**config.mk**
```make
export PLATFORM = sky130hd
export DESIGN_NAME = mdio_master_flat
export DESIGN_NICKNAME = d
export VERILOG_FILES = /design/src/rtl/mdio_pkg.sv /design/src/rtl/mdio_master_if.sv /design/src/rtl/mdio_clkgen.sv /design/src/rtl/mdio_master.sv /design/src/flat_wrapper.sv
export SDC_FILE = /design/constraint.sdc
export NUM_CORES = 1
export LEC_CHECK = 0
export CAP_MARGIN = 0
export CORE_ASPECT_RATIO = 0.75
export CORE_MARGIN = 3
export CORE_UTILIZATION = 25
export CTS_CLUSTER_DIAMETER = 80
export DETAILED_ROUTE_END_ITERATION = 12
export PLACE_DENSITY = 0.54
export SYNTH_ARGS = -nofsm -noshare
export SYNTH_HDL_FRONTEND = slang
export SYNTH_SLANG_ARGS = --single-unit
```
**constraint.sdc**
```tcl
create_clock -name clock -period 5.9 [get_ports clock]
set_clock_uncertainty 0.1 [all_clocks]
set_input_delay 1.475 -clock clock [delete_from_list [all_inputs] [get_ports clock]]
set_output_delay 1.475 -clock clock [all_outputs]
set_load 0.01 [all_outputs]
```
**src/rtl/mdio_pkg.sv**
```systemverilog
// Clause 22 MDIO frame constants and master FSM state encoding.
package mdio_pkg;

  typedef enum logic [2:0] {IDLE, PRE, HDR, TA, DATA, DONE} mdio_state_t;

  localparam logic [1:0] MDIO_ST    = 2'b01;
  localparam logic [1:0] MDIO_OP_WR = 2'b01;
  localparam logic [1:0] MDIO_OP_RD = 2'b10;

  localparam int HDR_LEN  = 14;
  localparam int TA_LEN   = 2;
  localparam int DATA_LEN = 16;

endpackage

```
**src/rtl/mdio_master_if.sv**
```systemverilog
// Register-side request/response bundle between the MAC and the MDIO master.
interface mdio_master_if;
  import mdio_pkg::*;

  logic        req_valid;
  logic        req_ready;
  logic        req_write;
  logic [4:0]  req_phy;
  logic [4:0]  req_reg;
  logic [15:0] req_wdata;
  logic        rsp_valid;
  logic [15:0] rsp_rdata;
  logic        rsp_err;
  logic        busy;

  modport master (
    output req_valid, req_write, req_phy, req_reg, req_wdata,
    input  req_ready, rsp_valid, rsp_rdata, rsp_err, busy
  );

  modport slave (
    input  req_valid, req_write, req_phy, req_reg, req_wdata,
    output req_ready, rsp_valid, rsp_rdata, rsp_err, busy
  );
endinterface

```
**src/rtl/mdio_clkgen.sv**
```systemverilog
// MDC divider: CLK_DIV clocks low then CLK_DIV high, with strobes flagging the toggling edge.
// start restarts at the beginning of a low half; the phase freezes while en is low.
module mdio_clkgen #(
  parameter int CLK_DIV = 20
) (
  input  logic clock,
  input  logic reset_n,
  input  logic start,
  input  logic en,
  output logic mdc,
  output logic rise,
  output logic fall
);
  localparam logic [7:0] DIV_LAST = 8'(CLK_DIV - 1);

  logic [7:0] cnt;
  logic       wrap;

  assign wrap = en && (cnt == DIV_LAST);
  assign rise = wrap && !mdc;
  assign fall = wrap && mdc;

  always_ff @(posedge clock or negedge reset_n) begin
    if (!reset_n) begin
      cnt <= '0;
      mdc <= 1'b0;
    end else if (start) begin
      cnt <= '0;
      mdc <= 1'b0;
    end else if (en) begin
      if (wrap) begin
        cnt <= '0;
        mdc <= !mdc;
      end else begin
        cnt <= cnt + 8'd1;
      end
    end
  end
endmodule

```
**src/rtl/mdio_master.sv**
```systemverilog
// Clause 22 MDIO master; accept->rsp_valid = (PREAMBLE_BITS+32)*2*CLK_DIV+1 clocks, req_ready low while busy.
// Build option MDIO_MDI_SYNC_EN: mdi through a 2-flop synchroniser, sampled 2 clocks after mdc rises.
module mdio_master
  import mdio_pkg::*;
#(
  parameter int CLK_DIV       = 20,
  parameter int PREAMBLE_BITS = 32
) (
  input  logic         clock,
  input  logic         reset_n,
  mdio_master_if.slave bus,
  output logic         mdc,
  output logic         mdo,
  output logic         mdo_en,
  input  logic         mdi
);
  localparam logic [5:0] PRE_LAST = (PREAMBLE_BITS == 0) ? 6'd0 : 6'(PREAMBLE_BITS - 1);

  mdio_state_t state;
  logic [5:0]  bit_cnt;
  logic [31:0] tx_sr;
  logic [15:0] rx_sr;
  logic        wr_q;
  logic        err_q;
  logic        rsp_valid_q;
  logic        rsp_err_q;
  logic [15:0] rsp_rdata_q;
  logic        accept;
  logic        in_frame;
  logic        mdc_rise;
  logic        mdc_fall;
  logic        sample_stb;
  logic        sample_bit;
  logic        last_bit;
  logic [31:0] frame;

  assign accept   = bus.req_valid && (state == IDLE);
  assign in_frame = (state == PRE) || (state == HDR) || (state == TA) || (state == DATA);

  // Read frames carry ones after the header so a released pad never sees a stray 0.
  assign frame = {MDIO_ST, bus.req_write ? MDIO_OP_WR : MDIO_OP_RD, bus.req_phy, bus.req_reg,
                  bus.req_write ? {2'b10, bus.req_wdata} : 18'h3ffff};

  assign bus.req_ready = (state == IDLE);
  assign bus.busy      = (state != IDLE);
  assign bus.rsp_valid = rsp_valid_q;
  assign bus.rsp_rdata = rsp_rdata_q;
  assign bus.rsp_err   = rsp_err_q;

  mdio_clkgen #(.CLK_DIV(CLK_DIV)) u_clkgen (
    .clock   (clock),
    .reset_n (reset_n),
    .start   (accept),
    .en      (in_frame),
    .mdc     (mdc),
    .rise    (mdc_rise),
    .fall    (mdc_fall)
  );

`ifdef MDIO_MDI_SYNC_EN
  logic [1:0] mdi_sync;
  logic [1:0] rise_dly;

  always_ff @(posedge clock or negedge reset_n) begin
    if (!reset_n) begin
      mdi_sync <= 2'b11;
      rise_dly <= 2'b00;
    end else begin
      mdi_sync <= {mdi_sync[0], mdi};
      rise_dly <= {rise_dly[0], mdc_rise};
    end
  end

  assign sample_stb = rise_dly[1];
  assign sample_bit = mdi_sync[1];
`else
  assign sample_stb = mdc_rise;
  assign sample_bit = mdi;
`endif

  always_comb begin
    last_bit = 1'b0;
    case (state)
      PRE:     last_bit = (bit_cnt == PRE_LAST);
      HDR:     last_bit = (bit_cnt == 6'(HDR_LEN - 1));
      TA:      last_bit = (bit_cnt == 6'(TA_LEN - 1));
      DATA:    last_bit = (bit_cnt == 6'(DATA_LEN - 1));
      default: last_bit = 1'b0;
    endcase
  end

  always_ff @(posedge clock or negedge reset_n) begin
    if (!reset_n) begin
      state       <= IDLE;
      bit_cnt     <= '0;
      tx_sr       <= '0;
      rx_sr       <= '0;
      wr_q        <= 1'b0;
      err_q       <= 1'b0;
      mdo         <= 1'b1;
      mdo_en      <= 1'b0;
      rsp_valid_q <= 1'b0;
      rsp_rdata_q <= '0;
      rsp_err_q   <= 1'b0;
    end else begin
      rsp_valid_q <= 1'b0;
      if (sample_stb && in_frame && !wr_q) begin
        if (state == TA && bit_cnt == 6'd1) err_q <= sample_bit;
        if (state == DATA) rx_sr <= {rx_sr[14:0], sample_bit};
      end
      case (state)
        IDLE: if (accept) begin
          wr_q    <= bus.req_write;
          tx_sr   <= frame;
          bit_cnt <= '0;
          err_q   <= 1'b0;
          mdo_en  <= 1'b1;
          if (PREAMBLE_BITS != 0) begin
            state <= PRE;
            mdo   <= 1'b1;
          end else begin
            state <= HDR;
            mdo   <= frame[31];
          end
        end
        DONE: state <= IDLE;
        // Bits advance only where mdc falls, so mdo is stable around every rising edge.
        default: if (mdc_fall) begin
          if (!last_bit) begin
            bit_cnt <= bit_cnt + 6'd1;
            if (state != PRE) begin
              tx_sr <= {tx_sr[30:0], 1'b0};
              mdo   <= tx_sr[30];
            end
          end else begin
            bit_cnt <= '0;
            case (state)
              PRE: begin
                state <= HDR;
                mdo   <= tx_sr[31];
              end
              HDR: begin
                state  <= TA;
                tx_sr  <= {tx_sr[30:0], 1'b0};
                mdo    <= tx_sr[30];
                mdo_en <= wr_q;
              end
              TA: begin
                state <= DATA;
                tx_sr <= {tx_sr[30:0], 1'b0};
                mdo   <= tx_sr[30];
              end
              default: begin
                state       <= DONE;
                mdo         <= 1'b1;
                mdo_en      <= 1'b0;
                rsp_valid_q <= 1'b1;
                rsp_err_q   <= !wr_q && err_q;
                if (!wr_q) rsp_rdata_q <= rx_sr;
              end
            endcase
          end
        end
      endcase
    end
  end
endmodule

```
**src/flat_wrapper.sv**
```systemverilog
// flat-port wrapper written by rule: the top's interface ports become plain ports
module mdio_master_flat import mdio_pkg::*;
#(
  parameter int CLK_DIV       = 20,
  parameter int PREAMBLE_BITS = 32
)
  (clock, reset_n, mdc, mdo, mdo_en, mdi, bus_req_valid, bus_req_write, bus_req_phy, bus_req_reg, bus_req_wdata, bus_req_ready, bus_rsp_valid, bus_rsp_rdata, bus_rsp_err, bus_busy);
  mdio_master_if bus_i ();
  input  logic clock;
  input  logic reset_n;
  output logic mdc;
  output logic mdo;
  output logic mdo_en;
  input  logic mdi;
  input wire logic [$bits(bus_i.req_valid)-1:0] bus_req_valid;
  input wire logic [$bits(bus_i.req_write)-1:0] bus_req_write;
  input wire logic [$bits(bus_i.req_phy)-1:0] bus_req_phy;
  input wire logic [$bits(bus_i.req_reg)-1:0] bus_req_reg;
  input wire logic [$bits(bus_i.req_wdata)-1:0] bus_req_wdata;
  output wire logic [$bits(bus_i.req_ready)-1:0] bus_req_ready;
  output wire logic [$bits(bus_i.rsp_valid)-1:0] bus_rsp_valid;
  output wire logic [$bits(bus_i.rsp_rdata)-1:0] bus_rsp_rdata;
  output wire logic [$bits(bus_i.rsp_err)-1:0] bus_rsp_err;
  output wire logic [$bits(bus_i.busy)-1:0] bus_busy;
  assign bus_i.req_valid = bus_req_valid;
  assign bus_i.req_write = bus_req_write;
  assign bus_i.req_phy = bus_req_phy;
  assign bus_i.req_reg = bus_req_reg;
  assign bus_i.req_wdata = bus_req_wdata;
  assign bus_req_ready = bus_i.req_ready;
  assign bus_rsp_valid = bus_i.rsp_valid;
  assign bus_rsp_rdata = bus_i.rsp_rdata;
  assign bus_rsp_err = bus_i.rsp_err;
  assign bus_busy = bus_i.busy;
  mdio_master #(.CLK_DIV(CLK_DIV), .PREAMBLE_BITS(PREAMBLE_BITS)) u_core (.clock(clock), .reset_n(reset_n), .bus(bus_i), .mdc(mdc), .mdo(mdo), .mdo_en(mdo_en), .mdi(mdi));
endmodule
```
==> impl_metrics.ini, run 1 <==
[critical_path]
cp-end-kind = output pin
required_ps = 4320
cp_data_arrival_time_ps = 2140
cp_max_fo = 24
start_kind = register
crit_type = register to output pin

[yosys]
synth_warnings = 0
netlist.area_leader.share_pct = 51.3
synth.avg_cell_area_um2 = 10.8
syn_inst = 392
yosys.cell_types.count = 44
syn-num-nets = 426
netlist_top_cells_count = dfrtp_1, mux2_2, nand2_1
yosysSeqAreaShare_pct = 51.9
synth_edf_count = 0
syn_area_um2 = 4240
yosys_register_bits = 88
yosysMostFrequentCell = dfrtp_1
synth_area_leaders = dfrtp_1, mux2_2, nand2_1
ys.flop_type = dfrtp_1
synth_top_cell_by_area = dfrtp_1
ys_async_sr_fraction_pct = 100

[detailed_routing]
wl_per_cell_um = 13.7
vias_per_cell = 4.65
routed-wl-met2_mm = 3.86
wl_met3_um = 463
met1_length_mm = 4.60
drc = 0
drtIter0Drc = 156
routed_wl_mm = 9.02
vias = 3049
top_layer = met4
firstDrtPassIters = 4
ant_nets = 0

[timing]
post-route-period-util_pct = 63.0
grt_setup_unrepaired = no
period_needed_ps = 3720
worst_slew_pin_slew_ps = 1080
final.setup.tns_ps = 0
hold_viol = 0
slew_violations = 0
maxSlewHeadroom_pct = 27.8
setup_violations = 0
max_freq_mhz = 269

[finish]
drive_gt1_share_pct = 20.9
antenna_cells = 0
layout.core_utilization_pct = 32.4
seq_area_um2 = 2200
nFillCells = 1684
multi_input_area_um2 = 1840
syn2layout_area_growth_pct = 24.7
nNetsFinal = 475

[cts]
numCtsBuffers = 9
path_clk_slew_ps = 70
post_cts_buffers = 0
cts_root_buffer = clkbuf_16
postCtsHoldBufs = 0
clkLatencyLatePin_ps = 340
h-tree-depth = 3
clkSinkCount = 88
cts_tree = done
ctsResizeCount = 0
cts_buffer_depth = 2

[hold_path]
hold_class = register to register

[global_route]
grt-ovfl-total = 0
antenna_found_initial = 0
grt_pass1_vias = 2968
grt_max_degree = 49
groute.usage.overall_pct = 9.98
grt_pass1_wl_mm = 14.9

[die]
die_area_um2 = 18600
io_pins = 54
die_h_um = 119
core-area_um2 = 16300
die_w_um = 156
start_util_pct = 26.0
rows = 40

[placement]
place.gp.congestion = 0.898
dp_hpwl_mm = 6.23
io_buffers = 53

[power_and_ir_drop]
p_per_area_nw_per_um2 = 234
p_leak_uw = 0.00245
irDropWorstVdd_mv = 0.113

[run]
drv_cap = 0

[run_status]
status = completed
routing by layer:
layer / global-route usage [%] / vias to the layer above
met3: 3.20 / 10
met4: 3.28 / 0
met2: 14.5 / 72
li1: - / 1478
met5: 0 / -
met1: 14.0 / 1489
final cells by class:
cell class | count | share of cell area [%]
well taps | 210 | 4.97
flip-flops and latches | 88 | 41.7
multi-input cells | 257 | 34.8
repair buffers | 57 | 10.5
clock buffers | 11 | 4.78
clock inverters | 5 | 1.23
inverters | 28 | 1.99
final timing paths:
check,startpoint,endpoint,slack [ps],cells past startpoint
max,register,bus_req_ready,2180,4
min,u_core.rx_sr[15]$_DFFE_PN0P_,u_core.rx_sr[15]$_DFFE_PN0P_,400,1
max reg2reg,u_core.u_clkgen.cnt[3]$_DFFE_PN0P_,u_core.rx_sr[8]$_DFFE_PN0P_,2680,4
min reg2reg,u_core.rx_sr[15]$_DFFE_PN0P_,u_core.rx_sr[15]$_DFFE_PN0P_,400,1
max in group asynchronous,reset_n,u_core.tx_sr[25]$_DFFE_PN0P_,3680,2
min in group asynchronous,reset_n,u_core.tx_sr[4]$_DFFE_PN0P_,1050,1
state kept, by name (all words and copies together) (netlist names), named ones only:
register,cells
u_core.bit_cnt,6
u_core.bus.rsp_err,1
u_core.bus.rsp_rdata,16
u_core.bus.rsp_valid,1
u_core.err_q,1
u_core.mdo,1
u_core.mdo_en,1
u_core.rx_sr,16
u_core.state,2
u_core.tx_sr,32
u_core.u_clkgen.cnt,8
u_core.u_clkgen.mdc,1
u_core.wr_q,1
layout by cell type (no fill, tap or decap), types with 3 or more instances in the layout:
cell type / instances
a21oi_1: 10
a31oi_1: 16
and3_1: 4
buf_4: 5
clkbuf_16: 9
clkdlybuf4s50_1: 52
clkinv_4: 4
dfrtp_1: 87
ha_1: 3
inv_1: 28
mux2_2: 65
mux2i_1: 3
nand2_1: 47
nand3_1: 9
nand4_1: 4
nand4b_1: 3
nor2_1: 29
nor3_1: 4
nor4_1: 5
o21ai_0: 13
or3_1: 5
or4_1: 3
xnor2_1: 5
xor2_1: 3
worst max-delay path: stages, from the launching register on:
cell	delay, ps
dfrtp_1	550
or3_1	370
buf_4	230
inv_1	100
clkdlybuf4s50_1	530
through the flow:
stage / total power (uW) / std cells / hold WS [ps] / setup WS [ps] / cell area, um^2
6_report: 1240 / 656 / 403 / 2180 / 5290
3_5_place_dp: 654 / 640 / 393 / 1950 / 4970
5_1_grt: 1290 / 656 / 416 / 2070 / 5290
2_1_floorplan: 619 / 392 / 371 / 2760 / 4240
4_1_cts: 1260 / 656 / 408 / 2170 / 5290
3_3_place_gp: 653 / 640 / 387 / 2020 / 4970
power by group:
group	internal [uW]	switching [uW]	leakage, uW
registers	603	0	0.00119
logic	18.6	19.0	0.00111
clock network	354	242	0.000156
cells by family after synthesis:
kind of cell / Yosys count / share of synthesized area (%)
multiplexers: 68 / 18.0
AO/OA/AOI/OAI: 52 / 7.76
flip-flops: 88 / 51.9
XOR/XNOR: 8 / 1.65
buffers and inverters: 47 / 4.63
AND/OR/NAND/NOR: 126 / 15.2
adder cells (fa/ha/maj): 3 / 0.885
(Power assumes the default switching activity.)
==> run 2: changes to the inputs <==
==> constraint.sdc (replaced) <==
create_clock -name clock -period 3.6 [get_ports clock]
set_clock_uncertainty 0.1 [all_clocks]
set_input_delay 0.9 -clock clock [delete_from_list [all_inputs] [get_ports clock]]
set_output_delay 0.9 -clock clock [all_outputs]
set_load 0.01 [all_outputs]
==> run 2 against run 1 <==
Die area unchanged; critical path type unchanged; clock power rose by 58%; routed wire length rose by 2.1%; first-iteration DRC count up 15%.
==> impl_metrics.ini, run 2 (same netlist as run 1, synthesis figures left out) <==
[critical_path]
r2r_cells = 6
r2r_end = u_core.bus.rsp_rdata[2]$_DFFE_PN0P_
r2r_slack_ps = 830
critPathLaunch = u_core.state[0]$_DFFE_PN0P_
required_ps = 2600
r2r-start = u_core.bit_cnt[4]$_DFFE_PN0P_
cp-end-kind = output pin
start_kind = register
crit_type = register to output pin
cp_data_arrival_time_ps = 2170
cp_max_fo = 12

[die]
die_area_um2 = 18600
io_pins = 54
start_util_pct = 26.0
die_w_um = 156
die_h_um = 119
core-area_um2 = 16300
rows = 40

[timing]
maxSlewHeadroom_pct = 30.7
setup_slack_ps = 431
slew_violations = 0
hold_viol = 0
final.setup.tns_ps = 0
max_freq_mhz = 316
grt_setup_unrepaired = no
post-route-period-util_pct = 88.0
worst_slew_pin_slew_ps = 1040
setup_violations = 0
period_needed_ps = 3170

[finish]
drive_gt1_share_pct = 21.7
syn2layout_area_growth_pct = 25.2
largest_register_ffs = 32
layout.core_utilization_pct = 32.6
largest-register = u_core.tx_sr
layout_common_cells = dfrtp_1, mux2_2, clkdlybuf4s50_1
nNetsFinal = 480
nFillCells = 1672
final_common_cell = dfrtp_1
antenna_cells = 0

[detailed_routing]
drc = 0
firstDrtPassIters = 4
vias = 3047
wl_per_cell_um = 13.9
drtIter0Drc = 179
vias_per_cell = 4.61
routed_wl_mm = 9.21
ant_nets = 0

[power_and_ir_drop]
p_per_area_nw_per_um2 = 375
seqPwrFrac_pct = 49.6
irDropWorstVdd_mv = 0.196
p_leak_uw = 0.00247
combPwrFrac_pct = 3.0
switchingPower_uw = 431
clkPwrFrac_pct = 47.4
internal_power_uw = 1560
p_sw_share_pct = 21.6

[cts]
clkSinkCount = 88
cts_tree = done
cts_buffer_depth = 2
numCtsBuffers = 9
ctsResizeCount = 0
h-tree-depth = 3
clkLatencyLatePin_ps = 340
cts_root_buffer = clkbuf_16
postCtsHoldBufs = 0
post_cts_buffers = 0
path_clk_slew_ps = 60

[global_route]
grt_pass1_vias = 3078
groute.usage.overall_pct = 10.2
grt_pass1_wl_mm = 15.4
grt-ovfl-total = 0
antenna_found_initial = 0
grt_max_degree = 84

[placement]
io_buffers = 53
pre_cts_ws_ps = 394
dp_hpwl_mm = 6.42
place.gp.congestion = 0.875

[hold_path]
whs_endpoint = u_core.bus.rsp_rdata[12]$_DFFE_PN0P_
hold_start = u_core.bus.rsp_rdata[12]$_DFFE_PN0P_
hold_class = register to register
hold_path_depth = 1

[run_status]
status = completed

[run]
drv_cap = 0
[run 2: cell types whose count changed in the layout (fill, tap and decap cells not counted)]
cell,delta
buf_4,+5
clkbuf_8,-2
clkinv_2,+1
clkinv_4,-2
clkinvlp_4,+1
inv_6,+2
[run 2: through the flow]
| stage | hold WS [ps] | instances | area (um^2) | total power [uW] |
|---|---|---|---|---|
| after CTS | 411 | 661 | 5310 | 2040 |
| final | 405 | 661 | 5310 | 1990 |
| after global routing | 416 | 661 | 5310 | 2090 |
| after global placement | 387 | 645 | 5010 | 1070 |
| after floorplan | 371 | 392 | 4240 | 1010 |
| after detailed placement | 393 | 645 | 5010 | 1070 |
[run 2: how the worst max path moves through the flow]
stage | to | cells after the start | slack, ps
after CTS | bus_req_ready | 3 | 390
after global placement | u_core.tx_sr[4]$_DFFE_PN0P_ | 7 | 440
after global routing | bus_req_ready | 3 | 340
after floorplan | u_core.bus.rsp_rdata[10]$_DFFE_PN0P_ | 7 | 930
final | bus_req_ready | 3 | 430
after detailed placement | u_core.tx_sr[23]$_DFFE_PN0P_ | 7 | 390
[run 2: final cells by class]
type                            count  area, um^2  area share (%)
Clock buffer                        9         225            4.24
Clock inverter                      7        77.6            1.46
Inverter                           28         105            1.98
Multi-Input combinational cell    257        1840            34.7
Sequential cell                    88        2200            41.5
Tap cell                          210         263            4.95
Timing Repair Buffer               62         596            11.2
[run 2: per-layer routing]
layer  part of all wire, %  vias to the layer above  global-route usage (%)
li1                      -                     1482                       -
met1                    50                     1476                    14.4
met2                    43                       81                    15.2
met3                   6.1                        8                    3.49
met4                  0.87                        0                    2.30
met5                     0                        -                       0
[run 2: critical path, stage by stage, from the launching register on]
cell	delay, ps
dfrtp_1	510
or3_1	630
inv_1	150
clkdlybuf4s50_1	550
[run 2: power groups by stage]
stage / Combinational [uW] / Clock [uW] / Sequential (uW)
final: 60.7 / 945 / 988
after floorplan: 6.48 / 0 / 1010
after CTS: 63.4 / 985 / 988
after detailed placement: 63.1 / 0 / 1010
after global routing: 68.6 / 1030 / 988
after global placement: 62.7 / 0 / 1010
==> run 3: changes to the inputs <==
--- a/config.mk
+++ b/config.mk
@@ -14,4 +14,5 @@
 export PLACE_DENSITY = 0.54
 export SYNTH_ARGS = -nofsm -noshare
 export SYNTH_HDL_FRONTEND = slang
+export SYNTH_HIERARCHICAL = 1
 export SYNTH_SLANG_ARGS = --single-unit
==> run 3 against run 2 <==
Sequential power hardly changed; die area about the same; via count rose by 0.98%; global-route usage barely moved; register-to-register slack worse by 380 ps; final cell count rose by 0.61%; fmax is 2.1% lower; hold slack worse by 30 ps; routed wire length decreased by 1.8%.
==> impl_metrics.ini, run 3 <==
[run_status]
status = completed

[finish]
largest-register = u_core/tx_sr
nNetsFinal = 485
layout_common_cells = dfrtp_1, o21ai_0, clkdlybuf4s50_1
largest_register_ffs = 32
layout.core_utilization_pct = 32.6
syn2layout_area_growth_pct = 25.3
drive_gt1_share_pct = 15.4
final_common_cell = dfrtp_1
antenna_cells = 0

[global_route]
groute.usage.overall_pct = 10.2
grt-ovfl-total = 0
grt_pass1_wl_mm = 15.5
grt_pass1_vias = 3105
grt_max_degree = 65
antenna_found_initial = 0

[die]
core-area_um2 = 16300
die_area_um2 = 18600
die_h_um = 119
start_util_pct = 26.0
die_w_um = 156
rows = 40
io_pins = 54

[critical_path]
cp_max_fo = 14
cp_data_arrival_time_ps = 2240
required_ps = 2600
crit_type = register to output pin
start_kind = register
cp-end-kind = output pin

[yosys]
yosysSeqAreaShare_pct = 51.9
synth_area_leaders = dfrtp_1, o21ai_0, mux2_2
netlist_top_cells_count = dfrtp_1, o21ai_0, nand2_1
synth_top_cell_by_area = dfrtp_1
synth_warnings = 6
ys.flop_type = dfrtp_1
yosys.cell_types.count = 59
yosysMostFrequentCell = dfrtp_1
netlist.area_leader.share_pct = 51.3
syn_area_um2 = 4250
synth.avg_cell_area_um2 = 10.6
synth_edf_count = 0
syn_inst = 402
ys_async_sr_fraction_pct = 100
syn-num-nets = 437
yosys_register_bits = 88

[detailed_routing]
drtIter0Drc = 152
vias_per_cell = 4.63
routed_wl_mm = 9.05
ant_nets = 0
wl_per_cell_um = 13.6
drc = 0
firstDrtPassIters = 4
vias = 3077

[cts]
ctsResizeCount = 0
postCtsHoldBufs = 0
cts_root_buffer = clkbuf_16
cts_tree = done
path_clk_slew_ps = 60
clkLatencyLatePin_ps = 330
clkSinkCount = 88
numCtsBuffers = 9
cts_buffer_depth = 2
h-tree-depth = 3
post_cts_buffers = 0

[timing]
post-route-period-util_pct = 89.9
setup_violations = 0
worst_slew_pin_slew_ps = 886
maxSlewHeadroom_pct = 40.9
final.setup.tns_ps = 0
slew_violations = 0
hold_viol = 0
grt_setup_unrepaired = no
period_needed_ps = 3240
setup_slack_ps = 363
max_freq_mhz = 309

[placement]
pre_cts_ws_ps = 252
dp_hpwl_mm = 6.23
io_buffers = 53
place.gp.congestion = 0.784

[hold_path]
hold_class = register to register

[run]
drv_cap = 0

[power_and_ir_drop]
irDropWorstVdd_mv = 0.199
p_leak_uw = 0.00228
finalPower_uw = 2050
p_per_area_nw_per_um2 = 386
-- run 3: cell types whose count changed in the layout (fill, tap and decap cells not counted), moves of 4 or more --
cell,delta
mux2_2,-41
a22o_1,+4
or3_1,+13
xnor2_1,-5
mux2i_1,+8
inv_1,-21
a31oi_1,-16
nand2b_1,+6
o21ai_0,+45
mux2_4,+9
nor2_1,-13
nor4_1,-5
nor2b_1,+6
-- run 3: cell families (layout without fill, tap and decap cells) --
kind of cell               count (synthesis)  after routing  synth area share, %
DFF                                       88             88                 51.9
AOI/OAI and AO/OA                         96             96                 13.1
buffers and inverters                     32             85                 3.80
adders and majority gates                  4              4                 1.18
xor gates and xnor gates                   4              4                0.825
and+or+nand+nor                          133            133                 16.7
muxes                                     45             45                 12.4
-- run 3: layout make-up --
cell class	count	area, um^2
inverter	8	30.0
sequential	88	2200
fill	1622	11000
multi-input combinational	282	1900
tap	210	263
timing repair buffer	61	601
clock inverter	5	80.1
clock buffer	11	243
-- run 3: power breakdown --
part	total, uW	switching, uW	leakage (uW)	internal [uW]
combinational	59.5	28.1	0.000941	31.4
sequential	990	0.349	0.00118	989
clock	1000	377	0.000152	626
total	2050	406	0.00228	1650
-- run 3: critical path, cell delays in order (launching register included) --
cell,delay (ps)
dfrtp_1,520
nor2_1,340
nand2_1,260
inv_2,220
clkdlybuf4s50_1,570
-- run 3: per-layer routing --
metal | GRT usage [%] | vias up | share of wire, %
met1 | 14.9 | 1467 | 52
met3 | 3.27 | 4 | 5.0
met4 | 2.46 | 0 | 0.57
met5 | 0 | - | 0
met2 | 14.7 | 78 | 42
li1 | - | 1528 | -
-- run 3: path summary, 6_finish.rpt --
check | end | start | slack [ps] | cells past startpoint
setup reg to reg | u_core/bus.rsp_rdata[15]$_DFFE_PN0P_ | u_core/state[0]$_DFFE_PN0P_ | 450 | 8
hold reg to reg | u_core/tx_sr[10]$_DFFE_PN0P_ | u_core/tx_sr[10]$_DFFE_PN0P_ | 370 | 2
setup / recovery | bus_req_ready | u_core/state[0]$_DFFE_PN0P_ | 360 | 4
hold / removal | u_core/tx_sr[10]$_DFFE_PN0P_ | u_core/tx_sr[10]$_DFFE_PN0P_ | 370 | 2
min in group asynchronous | u_core/bus.rsp_rdata[2]$_DFFE_PN0P_ | reset_n | 510 | 1
max in group asynchronous | u_core/tx_sr[13]$_DFFE_PN0P_ | reset_n | 2250 | 2
-- run 3: stage by stage --
step	std cells	hold slack [ps]	area, um^2
after global routing	665	401	5320
after detailed placement	649	366	4990
after floorplan	402	345	4250
final	665	375	5320
after global placement	649	357	4990
after CTS	665	379	5310
